**config.mk**
```make
export PLATFORM = sky130hd
export DESIGN_NAME = pipe_perf_cnt
export DESIGN_NICKNAME = d
export VERILOG_FILES = /design/src/rtl/pipe_perf_cnt.sv
export SDC_FILE = /design/constraint.sdc
export NUM_CORES = 1
export LEC_CHECK = 0
export ABC_CLOCK_PERIOD_IN_PS = 2350
export BUFFER_PORTS_ARGS = -buffer_cell sky130_fd_sc_hd__buf_2
export CAP_MARGIN = 0
export CORE_MARGIN = 2
export CORE_UTILIZATION = 40
export CTS_CLUSTER_DIAMETER = 80
export CTS_CLUSTER_SIZE = 25
export DETAILED_ROUTE_END_ITERATION = 10
export PLACE_DENSITY = 0.66
export SYNTH_ARGS = -nofsm -noshare
export SYNTH_HDL_FRONTEND = slang
export SYNTH_SLANG_ARGS = --single-unit
```
**constraint.sdc**
```tcl
create_clock -name clk -period 2.35 [get_ports clk]
set_input_delay 0.235 -clock clk [delete_from_list [all_inputs] [get_ports clk]]
set_output_delay 0.235 -clock clk [all_outputs]
set_load 0.03 [all_outputs]
```
**src/rtl/pipe_perf_cnt.sv**
```systemverilog
// Saturating event counter with enable and synchronous clear.
module pipe_perf_cnt #(
  parameter int unsigned CNT_W = 32
) (
  input  logic             clk,
  input  logic             rst,
  input  logic             inc,
  output logic [CNT_W-1:0] cnt
);

  logic [CNT_W-1:0] cnt_q, cnt_d;

  always_comb begin
    cnt_d = cnt_q;
    if (inc && (cnt_q != '1)) cnt_d = cnt_q + CNT_W'(1);
  end

  always_ff @(posedge clk) begin
    if (rst) cnt_q <= '0;
    else     cnt_q <= cnt_d;
  end

  assign cnt = cnt_q;

endmodule

```
==> flow_summary.toml, run 1 <==
[run_status]
status = "completed"

[clock_network]
tritoncts = "yes"
ctsResizeCount = 0
clock-sinks = 32
cts_buffers = 5
clk_pin_slew_worst_paths_ns = 0.06
cts_hold_buf = 0
post_cts_buffers = 0
clkLatencyLatePin_ns = 0.28
htree_levels = 2
cts-root-buf = "clkbuf_8"
clockBufferDepth = 2

[place]
gp_congestion = 0.763
dp_hpwl_um = 2900
dpl-instance-area_um2 = 1990
pre_cts_slack_ns = 0.128
port_buffers = 34

[global_routing]
gr-usage-all-layers = 0.186
antenna_found_initial = 0
grt_pass1_wl_um = 6560
grt_max_degree = 36
gr-total-overflow = 0
grt_pass1_vias = 1443

[logic_synthesis]
synth_area_leader_cell = "dfxtp_1"
synth_top_area_frac = 0.383
synth_area_leaders = "dfxtp_1 (38%), a21oi_1 (6.6%), o31ai_1 (5.4%)"
synth.distinct_cells = 39
synth.most_common_cell = "dfxtp_1"
syn_avg_cell_area_um2 = 8.41
ys_warn_count = 0
ys_seq_area_frac = 0.383
ys_seq_elements = 32
synth_edf_count = 0
yosys-top-cells-count = "dfxtp_1 (32), a21oi_1 (22), nor2_1 (14)"
synth_ff_type = "dfxtp_1"
syn_nets = 203
synth_area_um2 = 1670
syn-instance-count = 199
ys_async_sr_fraction = 0

[critical_path]
r2r_end = "cnt[30]$_SDFFE_PP0P_"
critical_path_required_ns = 2.55
path_max_fanout = 6
r2r_start = "cnt[21]$_SDFFE_PP0P_"
max_stage_delay_ns = 0.48
crit_chain = "and3_4 > or3b_1 > or3_4 > or4_1 > a21oi_1"
critPathBufInv = 0
path_class = "flop to flop"
r2r_slack_ns = 0.11
cp.arrival_ns = 2.44
critPathCaptureType = "flop"
critPathTopFamily = "simple AND/OR/NAND/NOR gates"
reg2regPathDepth = 5
worstSetupStartpointType = "flop"
crit_slowest_cell = "or3b_1"

[job]
drv_cap = 0

[detailed_routing]
routed-via-count = 1670
ant_nets = 0
dr.pass1.iters = 4
drt_first_iter_violations = 94
wirelength_um = 4000
routedWlPerCell_um = 13.6
vias_per_cell = 5.68
drcViolationCount = 0

[sta]
drv_slew = 0
period_share = 0.952
fin_crit_ns = 2.24
worst_clock_skew_ns = 0.00262
fin_setup_tns_ns = 0
holdWs_ns = 0.393
setup_violations = 0
worst_slew_pin_slew_ns = 0.602
slew_headroom = 0.588
hold_viol_final = 0
clock.fmax_ghz = 0.447
rsz0062_at_grt = "false"
fin_ws_ns = 0.113

[floorplan]
die-area_um2 = 4720
start_util = 0.419
die_x_um = 68.7
die_height_um = 68.7
core_um2 = 4000
rows = 23
ios = 35

[worst_hold_path]
min_path_cells = 4
whs_endpoint = "cnt[0]$_SDFFE_PP0P_"
hold_class = "input pin to flop"
hp-start = "inc"

[finish]
syn2layout_area_growth_pct = 24.1
drive_above_1_share = 0.266
largest_register_ffs = 32
num_antenna_cells = 0
fin_nets = 247
final_cell_area_um2 = 2080
nFillCells = 387

[pwr]
p_leak_nw = 0.762
combPwrFrac = 0.035
p_int_mw = 0.790
clockPowerShare = 0.420
p_sw_mw = 0.222
power_switching_share = 0.220
ir_drop_mv = 0.266
power_density_nw_per_um2 = 487
seqPwrFrac = 0.544
## final cells by class
class,instances,area (um^2),area share
Clock buffer,6,82.6,0.0397
Timing Repair Buffer,48,288,0.138
Multi-Input combinational cell,154,987,0.475
Tap cell,50,62.6,0.0301
Clock inverter,2,10.0,0.00482
Sequential cell,32,641,0.308
Inverter,2,7.51,0.00361
## worst reg2reg max path: stages (launching register included)
cell     delay (ns)
dfxtp_1        0.39
and3_4         0.24
or3b_1         0.49
or3_4          0.44
or4_1          0.47
a21oi_1        0.14
## per-stage QoR
step	cells	total power [mW]	utilization
3_3_place_gp	286	0.598	0.496
5_1_grt	294	1.06	0.520
6_report	294	1.01	0.520
3_5_place_dp	286	0.599	0.496
2_1_floorplan	199	0.589	-
4_1_cts	294	1.03	0.520
## power by group through the flow
stage,clock network (mW),registers [mW],logic [mW]
6_report,0.425,0.551,0.0358
5_1_grt,0.474,0.551,0.0390
3_5_place_dp,0,0.563,0.0364
2_1_floorplan,0,0.570,0.0189
4_1_cts,0.445,0.551,0.0364
3_3_place_gp,0,0.563,0.0354
## worst max path at each step
stage	endpoint	depth (start not counted)	slack, ns	startpoint
floorplan	cnt[30]$_SDFFE_PP0P_	6	0.0002	cnt[13]$_SDFFE_PP0P_
global placement	cnt[30]$_SDFFE_PP0P_	5	0.15	cnt[21]$_SDFFE_PP0P_
detailed placement	cnt[30]$_SDFFE_PP0P_	5	0.13	cnt[21]$_SDFFE_PP0P_
CTS	cnt[30]$_SDFFE_PP0P_	5	0.11	cnt[21]$_SDFFE_PP0P_
global route	cnt[30]$_SDFFE_PP0P_	5	0.00007	cnt[17]$_SDFFE_PP0P_
finish	cnt[30]$_SDFFE_PP0P_	5	0.11	cnt[21]$_SDFFE_PP0P_
## logic make-up after synthesis
| kind of cell | synth area share |
|---|---|
| xor+xnor | 0.0366 |
| buf+inv | 0.0314 |
| flops | 0.383 |
| fa+ha+maj | 0.00747 |
| simple gates | 0.334 |
| compound gates | 0.188 |
| mux | 0.0194 |
## cell usage in the layout (no fill, tap or decap), types with 2 or more instances in the layout
cell and count:
buf_2 34, nor3_1 2, and3_1 3, buf_4 13, or4_1 12, nor4_2 2, inv_1 2, clkbuf_8 6
a21oi_1 22, nand3_1 13, a2111oi_0 2, nor2_1 14, xnor2_1 6, dfxtp_1 32, nor4_1 3, nor2b_1 2
nand4_1 10, or3_1 10, nor3b_1 2, and4_1 4, o21ai_0 8, clkinv_2 2, o31ai_1 12, nand2_1 10
## metal layers
| layer | up-vias | routed length (um) | track usage |
|---|---|---|---|
| li1 | 855 | - | - |
| met1 | 789 | 1930 | 0.242 |
| met2 | 24 | 1920 | 0.296 |
| met3 | 2 | 124 | 0.0406 |
| met4 | 0 | 29 | 0.0809 |
| met5 | - | 0 | 0 |
(Power assumes the default switching activity.)
==> run 2, diff against run 1 <==
--- a/config.mk
+++ b/config.mk
@@ -5,6 +5,7 @@
 export SDC_FILE = /design/constraint.sdc
 export NUM_CORES = 1
 export LEC_CHECK = 0
+export ABC_AREA = 1
 export ABC_CLOCK_PERIOD_IN_PS = 2350
 export BUFFER_PORTS_ARGS = -buffer_cell sky130_fd_sc_hd__buf_2
 export CAP_MARGIN = 0
@@ -13,7 +14,7 @@
 export CTS_CLUSTER_DIAMETER = 80
 export CTS_CLUSTER_SIZE = 25
 export DETAILED_ROUTE_END_ITERATION = 10
-export PLACE_DENSITY = 0.66
+export PLACE_DENSITY = 0.65
 export SYNTH_ARGS = -nofsm -noshare
 export SYNTH_HDL_FRONTEND = slang
 export SYNTH_SLANG_ARGS = --single-unit
==> flow_summary.toml, run 2 <==
[detailed_routing]
routed-via-count = 2116
drcViolationCount = 0
routedWlPerCell_um = 12.0
vias_per_cell = 4.94
dr.pass1.iters = 4
drt_first_iter_violations = 131
wirelength_um = 5140
ant_nets = 0

[clock_network]
clockBufferDepth = 2
cts-root-buf = "clkbuf_8"
ctsResizeCount = 0
clk_pin_slew_worst_paths_ns = 0.07
post_cts_buffers = 0
htree_levels = 2
cts_hold_buf = 0
cts_buffers = 5
clock-sinks = 32
tritoncts = "yes"
clkLatencyLatePin_ns = 0.29

[logic_synthesis]
yosys-top-cells-count = "nand2_1 (88), nor2_1 (68), dfxtp_1 (32)"
synth_area_leaders = "dfxtp_1 (31%), nand2_1 (16%), nor2_1 (12%)"
synth_top_area_frac = 0.311
syn_nets = 328
ys_warn_count = 0
syn-instance-count = 324
synth_ff_type = "dfxtp_1"
ys_async_sr_fraction = 0
syn_avg_cell_area_um2 = 6.36
synth.most_common_cell = "nand2_1"
synth_area_leader_cell = "dfxtp_1"
synth.distinct_cells = 26
synth_area_um2 = 2060
ys_seq_area_frac = 0.311
synth_edf_count = 0
ys_seq_elements = 32

[critical_path]
critical_path_required_ns = 2.57
path_class = "flop to flop"
r2r_end = "cnt[0]$_SDFFE_PP0P_"
startpoint = "cnt[0]$_SDFFE_PP0P_"
critPathCaptureType = "flop"
r2r_slack_ns = 0.44
reg2regPathDepth = 9
cp.arrival_ns = 2.13
path_max_fanout = 41
crit_end = "cnt[0]$_SDFFE_PP0P_"
worstSetupStartpointType = "flop"
r2r_start = "cnt[0]$_SDFFE_PP0P_"

[sta]
setup_violations = 0
period_share = 0.813
worst_clock_skew_ns = 0.00681
rsz0062_at_grt = "false"
clock.fmax_ghz = 0.523
fin_ws_ns = 0.439
hold_viol_final = 0
worst_slew_pin_slew_ns = 0.589
fin_crit_ns = 1.91
drv_slew = 0
fin_setup_tns_ns = 0
slew_headroom = 0.606

[finish]
drive_above_1_share = 0.207
final_common_cell = "nand2_1"
final_cells = 428
num_antenna_cells = 0
largest_register_ffs = 32
syn2layout_area_growth_pct = 13.5
final_cell_area_um2 = 2340
final_cell_mix = "nand2_1 (88), nor2_1 (68), buf_2 (34)"
fin_nets = 361

[run_status]
status = "completed"

[floorplan]
die_height_um = 75.8
ios = 35
die_x_um = 75.8
start_util = 0.409
rows = 26
die-area_um2 = 5740
core_um2 = 5040

[pwr]
report.power.total_mw = 1.04
combPwrFrac = 0.039
seqPwrFrac = 0.528
power_switching_share = 0.233
ir_drop_mv = 0.200
p_int_mw = 0.795
p_sw_mw = 0.242
clockPowerShare = 0.432
p_leak_nw = 1.11
power_density_nw_per_um2 = 443

[global_routing]
gr-usage-all-layers = 0.197
antenna_found_initial = 0
grt_pass1_wl_um = 8470
gr-total-overflow = 0
grt_max_degree = 42
grt_pass1_vias = 1814

[place]
dpl-instance-area_um2 = 2250
dp_hpwl_um = 3750
pre_cts_slack_ns = 0.474
port_buffers = 34
gp_congestion = 0.894
placedCellCount = 420

[worst_hold_path]
hold_class = "input pin to flop"
hp-start = "rst"

[job]
drv_cap = 0
-- run 2: changes by cell type after synthesis, moves of 6 or more --
cell,delta
nor2_2,+6
or4_1,-12
nor2_1,+54
nand2_2,+6
o31ai_1,-12
or3_1,-10
xnor2_1,-6
o21ai_0,-8
clkbuf_1,-8
nand3_1,+11
nand3_2,+6
nand2_1,+78
inv_1,+26
-- run 2: metal layers --
metal,up-vias,GRT usage,wire length [um]
met5,-,0,0
met4,0,0.0858,108
met3,12,0.0437,236
met2,47,0.296,2320
met1,953,0.270,2480
li1,1104,-,-
-- run 2: how the worst min path moves through the flow --
stage                                      end  cells after the start  slack, ns
after floorplan            cnt[0]$_SDFFE_PP0P_                      1       0.30
after global placement    cnt[12]$_SDFFE_PP0P_                      2       0.47
after detailed placement  cnt[12]$_SDFFE_PP0P_                      2       0.47
after CTS                 cnt[12]$_SDFFE_PP0P_                      2       0.16
after global routing       cnt[1]$_SDFFE_PP0P_                      2       0.17
final                     cnt[12]$_SDFFE_PP0P_                      2       0.17
-- run 2: final cells by class --
type | count | area (um^2)
well taps | 70 | 87.6
multi-input cells | 252 | 1230
inverters | 32 | 120
clock buffers | 8 | 90.1
flip-flops and latches | 32 | 641
repair buffers | 34 | 170
fillers | 557 | 2700
-- run 2: critical path, cell delays in order, from the launching register on --
cell     delay (ns)
dfxtp_1        0.39
ha_1           0.25
inv_1          0.09
nor2_4         0.16
nand2_4        0.10
nor2_8         0.14
nand2_4        0.27
nand2_1        0.24
nand2_1        0.07
a21oi_1        0.13
-- run 2: power by group through the flow --
stage	Combinational [mW]	Sequential, mW	Clock [mW]
finish	0.0409	0.548	0.448
global route	0.0463	0.548	0.485
CTS	0.0411	0.548	0.461
detailed placement	0.0410	0.560	0
global placement	0.0408	0.560	0
floorplan	0.0260	0.565	0
-- run 2: stage by stage --
stage	util	hold slack (ns)
5_1_grt	0.464	0.172
4_1_cts	0.464	0.157
6_report	0.464	0.168
2_1_floorplan	-	0.304
3_3_place_gp	0.446	0.466
3_5_place_dp	0.446	0.471
-- run 2: logic make-up after synthesis --
kind of cell,share of synthesized area
compound gates,0.0631
flops,0.311
fa+ha+maj,0.00607
buf+inv,0.0922
simple gates,0.528
